**src/rtl/serial_msb_comparator.sv**
```systemverilog
// rtl/serial_msb_comparator.sv - bit-serial MSB-first unsigned magnitude comparator
//
// Compares two WIDTH-bit unsigned words one bit per clock, starting at the MSB.
// The greater/less decision is held in registers instead of rippling through
// a chain of cells.
//
// Optional build macro: FIXED_LATENCY_EN
//   undefined (default) : leave the scan at the first differing bit (early exit)
//   defined             : always scan WIDTH bits; the first differing bit decides
//
// Ports:
//   clk       - system clock, rising edge
//   reset     - asynchronous active-high reset
//   start     - compare request, sampled only in IDLE
//   x, y      - operands, captured on an accepted start
//   busy      - high while scanning (SHIFT)
//   done      - one-cycle pulse when the result is valid
//   gt/lt/eq  - result flags, exactly one set after any done
//   bits_used - number of bit positions examined for the last result

module serial_msb_comparator #(
    parameter int WIDTH = 8,
    parameter int CNT_W = $clog2(WIDTH + 1)
) (
    input  logic             clk,
    input  logic             reset,
    input  logic             start,
    input  logic [WIDTH-1:0] x,
    input  logic [WIDTH-1:0] y,
    output logic             busy,
    output logic             done,
    output logic             gt,
    output logic             lt,
    output logic             eq,
    output logic [CNT_W-1:0] bits_used
);

    typedef enum logic [1:0] {
        IDLE  = 2'd0,
        SHIFT = 2'd1,
        DONE  = 2'd2
    } state_t;

    localparam logic [CNT_W-1:0] WIDTH_C = CNT_W'(WIDTH);
    localparam logic [CNT_W-1:0] ONE_C   = CNT_W'(1);

    state_t           state;
    logic [WIDTH-1:0] sx;
    logic [WIDTH-1:0] sy;
    logic [CNT_W-1:0] cnt;
    logic [CNT_W-1:0] pos;
    logic             msb_x;
    logic             msb_y;

    // cnt counts down from WIDTH, so the 1-based bit position under test
    // (counted from the MSB) is WIDTH - cnt + 1.
    assign pos   = WIDTH_C - cnt + ONE_C;
    assign msb_x = sx[WIDTH-1];
    assign msb_y = sy[WIDTH-1];

`ifdef FIXED_LATENCY_EN
    // Sticky: once a differing bit has set gt/lt, later bits are ignored.
    logic decided;
`endif

    always_ff @(posedge clk or posedge reset) begin
        if (reset) begin
            state     <= IDLE;
            sx        <= '0;
            sy        <= '0;
            cnt       <= '0;
            busy      <= 1'b0;
            done      <= 1'b0;
            gt        <= 1'b0;
            lt        <= 1'b0;
            eq        <= 1'b0;
            bits_used <= '0;
`ifdef FIXED_LATENCY_EN
            decided   <= 1'b0;
`endif
        end else begin
            case (state)
                IDLE: begin
                    done <= 1'b0;
                    if (start) begin
                        sx    <= x;
                        sy    <= y;
                        cnt   <= WIDTH_C;
                        gt    <= 1'b0;
                        lt    <= 1'b0;
                        eq    <= 1'b0;
                        busy  <= 1'b1;
                        state <= SHIFT;
`ifdef FIXED_LATENCY_EN
                        decided <= 1'b0;
`endif
                    end
                end

                SHIFT: begin
`ifdef FIXED_LATENCY_EN
                    if (!decided && (msb_x != msb_y)) begin
                        gt        <= msb_x;
                        lt        <= msb_y;
                        bits_used <= pos;
                        decided   <= 1'b1;
                    end
                    if (cnt == ONE_C) begin
                        // Last bit: equal only if nothing differed anywhere.
                        if (!decided && (msb_x == msb_y)) begin
                            eq        <= 1'b1;
                            bits_used <= WIDTH_C;
                        end
                        busy  <= 1'b0;
                        state <= DONE;
                    end else begin
                        sx  <= {sx[WIDTH-2:0], 1'b0};
                        sy  <= {sy[WIDTH-2:0], 1'b0};
                        cnt <= cnt - ONE_C;
                    end
`else
                    if (msb_x && !msb_y) begin
                        gt        <= 1'b1;
                        bits_used <= pos;
                        busy      <= 1'b0;
                        state     <= DONE;
                    end else if (!msb_x && msb_y) begin
                        lt        <= 1'b1;
                        bits_used <= pos;
                        busy      <= 1'b0;
                        state     <= DONE;
                    end else if (cnt == ONE_C) begin
                        eq        <= 1'b1;
                        bits_used <= WIDTH_C;
                        busy      <= 1'b0;
                        state     <= DONE;
                    end else begin
                        sx  <= {sx[WIDTH-2:0], 1'b0};
                        sy  <= {sy[WIDTH-2:0], 1'b0};
                        cnt <= cnt - ONE_C;
                    end
`endif
                end

                DONE: begin
                    done  <= 1'b1;
                    busy  <= 1'b0;
                    state <= IDLE;
                end

                default: begin
                    busy  <= 1'b0;
                    done  <= 1'b0;
                    state <= IDLE;
                end
            endcase
        end
    end

endmodule

```
**config.mk**
```make
export PLATFORM = sky130hd
export DESIGN_NAME = serial_msb_comparator
export DESIGN_NICKNAME = d
export VERILOG_FILES = /design/src/rtl/serial_msb_comparator.sv
export SDC_FILE = /design/constraint.sdc
export NUM_CORES = 1
export LEC_CHECK = 0
export ABC_AREA = 1
export BUFFER_PORTS_ARGS = -buffer_cell sky130_fd_sc_hd__buf_2
export CORE_ASPECT_RATIO = 1.2
export CORE_MARGIN = 3
export CORE_UTILIZATION = 40
export DETAILED_ROUTE_END_ITERATION = 10
export HOLD_SLACK_MARGIN = 0.1
export PLACE_DENSITY_LB_ADDON = 0.08
export REMOVE_ABC_BUFFERS = 1
export SLEW_MARGIN = 25
export SYNTH_ARGS = -nofsm -noshare
export SYNTH_HDL_FRONTEND = slang
export SYNTH_SLANG_ARGS = --single-unit
```
**constraint.sdc**
```tcl
create_clock -name clk -period 3.3 [get_ports clk]
set_input_delay 0.66 -clock clk [delete_from_list [all_inputs] [get_ports clk]]
set_output_delay 0.66 -clock clk [all_outputs]
set_load 0.05 [all_outputs]
```
After elaboration in Yosys (flattened, before gate mapping)
Index checks and enable logic that the tools add are counted.
- register bits after elaboration: 31
- bits in latches: 0
- RAM bits: 0
- ROM bits: 0
- input bits: 19
- output and inout bits: 9
- word-level logic and storage cells: 76
- memories: 0
- add/subtract/negate cells: 3
- $mul: 0
- divide/modulo/power cells: 0
- order comparisons: 0
- eq/ne operators: 11
- shift operators: 0
- mux-type cells: 39
- bitwise operators: 0
- reductions and logical operators: 13
- operators with widths (kind ; count):
    $mux W8 ; 8
    $pmux W8 S2 ; 2
    $mux W4 ; 7
    $ne A2 B2 Y1 const B ; 7
    $mux W1 ; 11
    $pmux W1 S2 ; 5
    $reduce_and A5 Y1 ; 2
    $mux W2 ; 4
    $pmux W4 S2 ; 1
    $add A4 B1 Y4 const B ; 1
    $eq A4 B1 Y1 const B ; 1
    $ne A4 B4 Y1 const B ; 1
    $pmux W2 S2 ; 1
    $reduce_and A2 Y1 ; 2
    $reduce_and A4 Y1 ; 1
    $sub A4 B1 Y4 const B ; 1
    $sub A4 B4 Y4 const A ; 1
    $reduce_and A3 Y1 ; 1
    $reduce_bool A3 Y1 ; 1
    $eq A2 B1 Y1 const B ; 1
    $eq A2 B2 Y1 const B ; 1
    $logic_and A1 B1 Y1 ; 2
    $logic_not A1 Y1 ; 2
    $logic_not A2 Y1 ; 1
    $reduce_bool A2 Y1 ; 1

Logic depth before layout (Yosys ltp)
- depth in word-level cells: 5
- depth in mapped cells: 9
- mapped depth without buffers: 8

Worst setup path before layout
OpenSTA, ideal clock, no wires.
- path type: register -> register
- start: reg sx[7]
- end: reg cnt[0]
- setup time: 117 ps
- arrival: 1288 ps
- required time: 3183 ps
- setup slack: 1895 ps
- stages on the path, launching flop included: 9
- path buffers: 1
- period minus slack after synthesis: 1405 ps
- cells stage by stage: dfrtp_1 > ha_1 > a21oi_1 > nand3_2 > inv_1 > nand2_1 > buf_4 > nand2_1 > nand2_1
- cells in the longest elaborated chain, start to end: 4
- elaborated cells between the ends (all ways): 6
- classes of those cells: eq/ne: 2; reduce/logical: 4
- RTL lines (element ; RTL line ; text):
    from (decl) ; 48 ; logic [WIDTH-1:0] sx;
    from (signal assigned) ; 138 ; sx <= {sx[WIDTH-2:0], 1'b0};
    $logic_not A1 Y1 ; 127 ; end else if (!msb_x && msb_y) begin
    $logic_and A1 B1 Y1 ; 127 ;
    $ne A2 B2 Y1 (no line) ; -- ;
    $reduce_and A5 Y1 (no line) (*) ; -- ;
    to (signal assigned) ; 140 ; cnt <= cnt - ONE_C;
    to (decl) ; 50 ; logic [CNT_W-1:0] cnt;
Mark *: on every way between the ends. The rest lies on a longest branch, timed or not.
A chain may end at the register's enable or synchronous reset.

Final worst setup path
- start: reg state[1]
- end: reg sx[5]
- cells in the longest elaborated chain, start to end: 3
- elaborated cells between the ends (all ways): 9
- classes of those cells: eq/ne: 5; mux: 1; reduce/logical: 3
- RTL lines (element ; RTL line ; text):
    from (decl) ; 47 ; state_t state;
    from (signal assigned) ; 68 ; state <= IDLE;
    from (signal assigned) ; 93 ; state <= SHIFT;
    from (signal assigned) ; 126 ; state <= DONE;
    $eq A2 B1 Y1 / $logic_not A2 Y1 (equally long branches) ; 82 ; case (state)
    $ne A2 B2 Y1 (no line) / $reduce_bool A2 Y1 (equally long branches) ; -- ;
    $reduce_and A5 Y1 (no line) ; -- ;
Several ways; a longest one is shown, not always the timed one.

==> summary.md <==
| Metric | Value |
|---|---|
| Status | `finished clean` |
| First-pass GRT wire length | `roughly 5300 um` |
| Post-synthesis mux area share | `0` |
| CTS tree | `built` |
| Main area contributors after synthesis | `dfrtp_1, nand2_1, ha_1` |
| H-tree depth | `2` |
| Grt total ovfl | `0` |
| Slowest-stage cell, CP | `nand2_1` |
| Post-Synth Adder-Cell Area | `0.0464` |
| Most numerous cell in the Yosys netlist | `nand2_1` |
| Crit path max fanout | `21` |
| Starting Density | `0.431` |
| MaxCap Viol Count | `0` |
| Setup Buffers After CTS | `0` |
| P_leak | `between 1 and 1.5 nW` |
| Clk_lat worst skew | `between 0.2 and 0.3 ns` |
| Pwr dens | `a little over 1000 nW/um^2` |
| Compound-Gate Fraction of Synth Area | `0.0278` |
| Reg2Reg Depth | `7` |
| Final total power | `0.00192 W` |
| Row Count | `24` |
| DR WL/cell | `~11 um` |
| Clk_skew | `around 0.0063 ns` |
| # hold bufs at CTS | `0` |
| Worst setup EP type | `flop` |
| CTS resizes | `0` |
| Final period util | `0.627` |
| Sink Count | `31` |
| CTS Buffer Depth | `2` |
| Clock Pin Slew Worst Setup and Hold Paths | `roughly 0.07 ns` |
| Die X | `roughly 64 um` |
| Simple-gate portion of the synthesized area | `0.379` |
| Global-route total usage across every layer | `0.145` |
| Area delta synth->final | `15.1%` |
| Pre-Repair DR Iteration Count | `4` |
| Reg2Reg Setup Slack | `1.23 ns` |
| Share of layout cells above drive strength 1 | `0.183` |
| Post-synthesis sequential area ratio | `0.479` |
| CP required | `3.52 ns` |
| R2r endpoint | `sx[5]$_DFFE_PP0P_` |
| Iter 0 DRT Violations | `58` |
| Number of flops mapped to enable cells by yosys | `0` |
| Critical path class | `flop to flop` |
| Io pins | `28` |
| Largest net degree at the start of global routing | `32` |
| Die area | `around 4800 sq um` |
| Drt total wl | `3190 um` |
| Die Y | `about 76 um` |
| Sequential cell area | `between 700 and 800 sq um` |
| R2r startpoint | `state[1]$_DFFE_PP0P_` |
| Post-Synth XOR/XNOR Area | `0.00541` |
| Clock Tree Root | `clkbuf_8` |
| Residual DRC | `0` |
| Cell taking the most area after synthesis | `dfrtp_1` |
| Post-synth top cells | `nand2_1, dfrtp_1, inv_1` |
| #FFs+latches synth | `31` |
| Initial antenna violation count | `0` |
| Hold Vio Cnt, Final | `0` |
| Tightest Hold Check Type | `input pin to async pin` |
| Slew Viols, Final | `0` |
| Cell chain of the critical path | `inv_2 -> nand2_2 -> inv_2 -> nand2_2 -> nand2_1 -> nand2_1 -> nand2_1` |
| Final instance area | `~1900 sq um` |
| Detailed placement HPWL | `2160 um` |
| Multi-input gate area | `about 740 sq um` |
| Num CTS Buffers | `5` |
| Routed Antenna Nets | `0` |
| Top delay family on crit path | `simple AND/OR/NAND/NOR gates` |
| CP most frequent cell | `nand2_1` |
| WP depth | `7` |
| RSZ-0062 raised after global routing | `no` |
| Syn Inst Count | `~220` |
| Maximum clock rate | `a little under 0.5 GHz` |
| Post-route setup TNS | `0 ns` |
| Core Region | `approximately 3800 sq um` |
| Max VDD drop | `0.367 mV` |
| Share of the synthesized area in the top cell type | `0.479` |
| Vias in the first global route | `1163` |
| Biggest cell delay along the critical path | `between 0.5 and 0.6 ns` |
| Routability cong. | `approximately 0.8` |
| Final nets | `270` |
| IO Port Bufs | `27` |
| Place WS | `between 1 and 1.5 ns` |
| Synth Cell Area | `about 1600 sq um` |
| Most used DFF post-synth | `dfrtp_1` |
| Largest family of logic cells by synthesized area | `simple AND/OR/NAND/NOR gates` |
| Unique masters post-synth | `21` |
| Routed vias/inst | `~4.6` |
| Final setup fails | `0` |
| ANT cells | `0` |
| Slew HR | `0.567` |
| Placed Area | `~1800 sq um` |
| Setup slack after layout | `around 1.2 ns` |
| CP startpoint kind | `flop` |
| Synthesis warning total | `0` |
| CP arrival | `about 2.3 ns` |
| Worst-margin pin slew | `around 0.65 ns` |
| Worst path bufs/invs | `2` |
| FFs w/ async S/R, synth | `1.00` |
| Tmin final | `roughly 2.1 ns` |
| Vias | `approximately 1400` |
| Syn_area_per_cell | `7.50 sq um` |
| Fillers | `roughly 400` |
## worst max-delay path by stage
stage | startpoint | endpoint | slack, ns
global placement | state[1]$_DFFE_PP0P_ | sy[3]$_DFFE_PP0P_ | 1.26
detailed placement | state[1]$_DFFE_PP0P_ | sy[0]$_DFFE_PP0P_ | 1.20
CTS | state[1]$_DFFE_PP0P_ | sy[0]$_DFFE_PP0P_ | 1.19
finish | state[1]$_DFFE_PP0P_ | sx[5]$_DFFE_PP0P_ | 1.23
global route | state[0]$_DFFE_PP0P_ | sy[6]$_DFFE_PP0P_ | 0.91
floorplan | state[1]$_DFFE_PP0P_ | cnt[0]$_DFFE_PP0P_ | 1.73
## logic make-up after synthesis
kind of cell               count (synthesis)
DFF                                       31
xor gates and xnor gates                   1
AOI/OAI and AO/OA                          8
adders and majority gates                  6
and+or+nand+nor                          150
buffers and inverters                     20
## flip-flops by register name, indices dropped and copies added (netlist names), 2 cells and up
| signal | count |
|---|---|
| sx | 8 |
| bits_used | 4 |
| state | 2 |
| sy | 8 |
| cnt | 4 |
## power breakdown
group	leakage [nW]	total (W)	internal [W]	switching, W
Clock	0.0477	0.000286	0.000144	0.000142
Combinational	0.650	0.000979	0.000298	0.000681
Sequential	0.393	0.000655	0.000553	0.000102
## layout make-up
class / count / share of cell area
multi-input cells: 165 / 0.399
clock inverters: 3 / 0.00806
clock buffers: 5 / 0.0369
inverters: 14 / 0.0282
well taps: 52 / 0.0349
flip-flops and latches: 31 / 0.416
repair buffers: 28 / 0.0766
## stage by stage
stage / hold slack (ns) / utilization / std cells
floorplan: 0.442 / - / 210
global placement: 0.454 / 0.474 / 290
detailed placement: 0.458 / 0.474 / 290
CTS: 0.451 / 0.496 / 298
global route: 0.487 / 0.496 / 298
finish: 0.446 / 0.496 / 298
## metal layers
layer,wire (um),global-route usage,vias to the layer above
li1,-,-,717
met1,1440,0.175,617
met2,1530,0.235,30
met3,154,0.0413,7
met4,65,0.0791,0
met5,0,0,-
## worst min-delay path, stage by stage
cell	delay, ns
buf_2	0.09
inv_1	0.04
buf_4	0.35
## layout by cell type, fill, tap and decap left out, drive strengths merged
cell    Yosys  final
ha          6      6
nand3      10     10
nand3b      1      1
dfrtp      31     31
inv        14     14
clkinv      0      3
nand2     127    127
nor2       10     10
xnor2       1      1
buf         6     28
nand4       1      1
or2         1      1
a21oi       4      4
clkbuf      0      5
o21ai       3      3
a32o        1      1
No activity file was read; power rests on OpenSTA's default activity.
